<file path="config.mk">
export PLATFORM = sky130hd
export DESIGN_NAME = mux_n_to_1_reg
export DESIGN_NICKNAME = d
export VERILOG_FILES = /design/src/rtl/mux_n_to_1_reg.sv
export SDC_FILE = /design/constraint.sdc
export NUM_CORES = 1
export LEC_CHECK = 0
export CAP_MARGIN = 20
export CELL_PAD_IN_SITES_DETAIL_PLACEMENT = 1
export CELL_PAD_IN_SITES_GLOBAL_PLACEMENT = 1
export CORE_UTILIZATION = 30
export CTS_CLUSTER_DIAMETER = 50
export DETAILED_ROUTE_END_ITERATION = 7
export PLACE_DENSITY_LB_ADDON = 0.1
export SYNTH_ARGS = -nofsm -noshare
export SYNTH_HDL_FRONTEND = slang
export SYNTH_SLANG_ARGS = --single-unit
</file>
<file path="constraint.sdc">
create_clock -name clk -period 2.8 [get_ports clk]
set_clock_uncertainty 0.2 [all_clocks]
set_input_delay 0.56 -clock clk [delete_from_list [all_inputs] [get_ports clk]]
set_output_delay 0.56 -clock clk [all_outputs]
set_load 0.005 [all_outputs]
</file>
<file path="src/rtl/mux_n_to_1_reg.sv">
`default_nettype none
// ============================================================================
//  Module      : mux_n_to_1_reg
//  Description : Registered NUM_IN-to-1 source selector with valid/ready
//                handshake. A source is chosen either by an explicit index
//                (mode=0) or by round-robin arbitration (mode=1). The chosen
//                item is held in a single output register until the consumer
//                takes it. Back-to-back transfers run at one item per cycle.
//  Revision    : 1.0 - initial release
// ----------------------------------------------------------------------------
//  Parameters
//    WIDTH      data width per source (>= 1)
//    NUM_IN     number of sources (>= 2)
//    SEL_W      index width, $clog2(NUM_IN) (not overridable)
//  Ports
//    clk        clock, rising edge
//    rst        asynchronous active-high reset
//    in_data    flat source bus, source i at [i*WIDTH +: WIDTH]
//    in_valid   per-source valid
//    in_ready   per-source accept, one-hot or zero, combinational
//    mode       0 = explicit select, 1 = round-robin
//    sel        source index used when mode=0
//    out_data   registered selected data
//    out_src    index of the source held in out_data
//    out_valid  out_data holds an item not yet taken
//    out_ready  consumer takes out_data this cycle
// ============================================================================
module mux_n_to_1_reg #(
    parameter  int WIDTH  = 3,
    parameter  int NUM_IN = 4,
    localparam int SEL_W  = $clog2(NUM_IN)
) (
    input  logic                    clk,
    input  logic                    rst,
    input  logic [NUM_IN*WIDTH-1:0] in_data,
    input  logic [NUM_IN-1:0]       in_valid,
    output logic [NUM_IN-1:0]       in_ready,
    input  logic                    mode,
    input  logic [SEL_W-1:0]        sel,
    output logic [WIDTH-1:0]        out_data,
    output logic [SEL_W-1:0]        out_src,
    output logic                    out_valid,
    input  logic                    out_ready
);

    // Number of codes representable by a SEL_W-bit index. The valid vector
    // is zero-padded to this size so any sel value indexes a real bit, and
    // an out-of-range select simply reads a zero.
    localparam int              PAD_N     = 1 << SEL_W;
    // Pointer value after reset: the first round-robin search then starts
    // at source 0.
    localparam logic [SEL_W-1:0] LAST_RST = SEL_W'(NUM_IN - 1);

    // ------------------------------------------------------------------------
    // State
    // ------------------------------------------------------------------------
    logic [WIDTH-1:0] out_data_q,   out_data_d;
    logic [SEL_W-1:0] out_src_q,    out_src_d;
    logic             out_valid_q,  out_valid_d;
    logic [SEL_W-1:0] last_grant_q, last_grant_d;

    // ------------------------------------------------------------------------
    // Combinational grant path
    // ------------------------------------------------------------------------
    logic [PAD_N-1:0] w_valid_pad;
    logic             w_load_ok;
    logic             w_sel_hit;
    logic             w_rr_found;
    logic [SEL_W-1:0] w_rr_idx;
    int               w_rr_pos;
    logic             w_grant;
    logic [SEL_W-1:0] w_grant_idx;
    logic [WIDTH-1:0] w_grant_data;

    always_comb begin
        w_valid_pad               = '0;
        w_valid_pad[NUM_IN-1:0]   = in_valid;
    end

    // The output slot is free when empty or when its item leaves this cycle.
    assign w_load_ok = !out_valid_q || out_ready;

    // Explicit select: padding bits are zero, so sel >= NUM_IN never hits.
    assign w_sel_hit = w_valid_pad[sel];

    // Round-robin: scan NUM_IN positions starting just after the last grant,
    // wrapping around; the first valid source wins.
    always_comb begin
        w_rr_found = 1'b0;
        w_rr_idx   = '0;
        w_rr_pos   = 0;
        for (int k = 1; k <= NUM_IN; k++) begin
            w_rr_pos = (int'(last_grant_q) + k) % NUM_IN;
            if (!w_rr_found && w_valid_pad[SEL_W'(w_rr_pos)]) begin
                w_rr_found = 1'b1;
                w_rr_idx   = SEL_W'(w_rr_pos);
            end
        end
    end

    // Reset suppresses every grant so in_ready stays low while rst is high.
    always_comb begin
        w_grant     = 1'b0;
        w_grant_idx = '0;
        if (!rst && w_load_ok) begin
            if (mode) begin
                w_grant     = w_rr_found;
                w_grant_idx = w_rr_idx;
            end else begin
                w_grant     = w_sel_hit;
                w_grant_idx = sel;
            end
        end
    end

    always_comb begin
        in_ready = '0;
        for (int i = 0; i < NUM_IN; i++) begin
            in_ready[i] = w_grant && (w_grant_idx == SEL_W'(i));
        end
    end

    always_comb begin
        w_grant_data = '0;
        for (int i = 0; i < NUM_IN; i++) begin
            if (w_grant_idx == SEL_W'(i)) begin
                w_grant_data = in_data[i*WIDTH +: WIDTH];
            end
        end
    end

    // ------------------------------------------------------------------------
    // Next state
    // ------------------------------------------------------------------------
    // A grant always implies a transfer because it requires in_valid of the
    // granted source. Without a transfer, a taken item simply empties the
    // slot; data and source index keep their last values.
    always_comb begin
        out_data_d   = out_data_q;
        out_src_d    = out_src_q;
        out_valid_d  = out_valid_q;
        last_grant_d = last_grant_q;
        if (w_grant) begin
            out_data_d  = w_grant_data;
            out_src_d   = w_grant_idx;
            out_valid_d = 1'b1;
            if (mode) begin
                last_grant_d = w_grant_idx;
            end
        end else if (out_ready) begin
            out_valid_d = 1'b0;
        end
    end

    always_ff @(posedge clk or posedge rst) begin
        if (rst) begin
            out_data_q   <= '0;
            out_src_q    <= '0;
            out_valid_q  <= 1'b0;
            last_grant_q <= LAST_RST;
        end else begin
            out_data_q   <= out_data_d;
            out_src_q    <= out_src_d;
            out_valid_q  <= out_valid_d;
            last_grant_q <= last_grant_d;
        end
    end

    // Outputs come straight from flops.
    assign out_data  = out_data_q;
    assign out_src   = out_src_q;
    assign out_valid = out_valid_q;

endmodule
`default_nettype wire
</file>
==> run metrics, run 1 <==
post-synth cell types 36; WL/cell 14.9 um; Layout area overhead 77.2%; Max Root-Sink Buffers 2; most common cell after layout, fill and taps aside buf_4; first-pass GRT wire length 3830 um; Max rail drop VDD 0.332 mV; Post-synth EDFFs 0; top-area cell type share of the netlist area 19.5%; Arr. time, crit path 2.08 ns; top area cells in the synthesized netlist dfrtp_1, nand2_1, dfstp_2; global route overflow 0; fin cells 171; core footprint 2320 um^2; hold slack 0.294 ns; Critical Path RT 2.04 ns; Tot GR Track Use 19.6%; worst-skew pair later-pin latency 0.26 ns; Post-Syn Area per Cell 8.95 um^2; startpoint types flop; Residual DRC 0; Util after Layout 58.8%; Starting Density 33.2%; Max-Slew Margin vs Limit 73.1%; Root Buffer clkbuf_4; worst slack, placed -0.751 ns; critical path endpoint category output pin; Worst Path Max Fanout 4; Die Ht 52.6 um; Tcrit/Tclk final 101%; initial antenna violation count 0; Detailed Routing Iterations Pass 1 4; RSZ-0062 raised after global routing true; DP HPWL 2040 um; top_reg_cell synth dfrtp_1; failing checks setup timing; vias per inst 5.06; slack of the critical path -0.0367 ns; DRT iter0 DRCs 14; Yosys reg bits 8; endpoints failing hold 0; P_leak 0.607 nW; Placed Area 1230 um^2; CTS H-Tree Depth 1; Filler Cells Inserted 281; # clock sinks 8; sequential area share after synthesis 26.3%; post-synthesis net count 108; row cnt 17; IO Pins 32; largest net degree at the start of global routing 11; CTS Buf Count 3; Cells after Synth 86; Worst Tran Pin Value 0.402 ns; share of cells above drive strength 1 49.0%; Placer Congestion 0.932; Setup-failing EPs final 2; max frequency 353 MHz; max cap viols 0; Setup Total Neg Slack -0.0708 ns; PwrDens 425 nW/um^2; Nets 167; synthesized cell area 769 um^2; Routed Antenna Nets 0; YS warnings 0; Routed WL 2540 um; via count 866; CTS tree yes; die span in x 52.6 um; asr flop ratio synth 100%; final instance area 1360 um^2; most frequent cells in the layout buf_4, clkdlybuf4s50_1, nand2_1; vias in the first global route 877; worst hold path type flop to flop; Worst-path clk slew 0.05 ns; total die area 2770 um^2; Tmin final 2.84 ns; biggest area consumer among synthesized cells dfrtp_1; Post-Place Cells 160; Pwr Total 0.579 mW; max-slew violation count 0; status complete, but fails checks; ANT cells 0; critical path type flop to output pin; Port-buffer cells 31
==> state kept, by name, summed over array words and instances, names as in the netlist <==
signal,count
last_grant_q,2
out_data,3
out_src,2
out_valid,1
==> kinds of logic (layout without fill, tap and decap cells) <==
group	after synthesis	after routing	synth area share [%]
AO/OA/AOI/OAI	19	19	25.2
multiplexers	6	6	11.1
buffers and inverters	8	65	5.69
AND/OR/NAND/NOR	45	45	31.7
flip-flops	8	8	26.3
==> Yosys cell counts, types with 2 or more instances <==
cell and instances:
a21o_1 3, buf_2 2, dfrtp_1 6, dfstp_2 2, inv_1 3, mux2i_1 4, mux4_2 2, nand2_1 15
nand2b_1 6, nor2_1 7, nor3_1 4, nor3_2 3, nor3b_1 2, o21ai_0 2, o21ai_1 2, o31ai_2 3
==> critical path, stage by stage (launching register included) <==
cell and delay (ns):
dfstp_2 0.57, mux4_2 0.54, nand2b_4 0.17, o21ai_4 0.15
buf_6 0.12, or2_4 0.11, nor2_1 0.04, buf_2 0.11
==> what timing repair did <==
| item | 4_1_cts | 5_1_grt |
|---|---|---|
| hold buffers | 0 | 0 |
| buffers inserted | 7 | 1 |
| gates resized for setup | 41 | 6 |
| pin swaps | 9 | 6 |
| endpoints found under the setup margin | 4 | 4 |
==> power by group <==
part,switching (mW),total (mW),internal (mW)
Sequential,0.0218,0.167,0.145
Clock,0.0411,0.0903,0.0492
Combinational,0.136,0.322,0.187
==> metal layers <==
metal	wire, um	vias up	share of wire, %	GRT usage [%]
li1	-	420	-	-
met1	1040	418	41	20.8
met2	1370	26	54	36.5
met3	113	2	4.4	6.96
met4	14	0	0.55	4.39
met5	0	-	0	0
==> final timing paths <==
kind / from / end / slack (ns) / depth (start not counted)
max in group asynchronous: rst / last_grant_q[1]$_DFFE_PP1P_ / 1.74 / 3
min: out_src[1]$_DFFE_PP0P_ / out_src[1]$_DFFE_PP0P_ / 0.29 / 2
max reg2reg: last_grant_q[0]$_DFFE_PP1P_ / out_data[2]$_DFFE_PP0P_ / 0.46 / 9
max: last_grant_q[0]$_DFFE_PP1P_ / in_ready[1] / -0.04 / 7
min in group asynchronous: rst / out_data[2]$_DFFE_PP0P_ / 0.45 / 3
min reg2reg: out_src[1]$_DFFE_PP0P_ / out_src[1]$_DFFE_PP0P_ / 0.29 / 2
==> layout make-up <==
class / count / area, um^2 / share of cell area (%)
multi-input combinational: 70 / 593 / 43.5
timing repair buffer: 58 / 495 / 36.3
sequential: 8 / 203 / 14.9
tap: 28 / 35.0 / 2.57
clock buffer: 3 / 22.5 / 1.65
inverter: 4 / 15.0 / 1.10
(Power assumes the default switching activity.)
==> inputs of run 2 (changes only) <==
--- a/config.mk
+++ b/config.mk
@@ -5,6 +5,7 @@
 export SDC_FILE = /design/constraint.sdc
 export NUM_CORES = 1
 export LEC_CHECK = 0
+export ABC_CLOCK_PERIOD_IN_PS = 2800
 export CAP_MARGIN = 20
 export CELL_PAD_IN_SITES_DETAIL_PLACEMENT = 1
 export CELL_PAD_IN_SITES_GLOBAL_PLACEMENT = 1
==> results of run 2 <==
No change in the layout: final DEF, timing and power equal those of run 1.
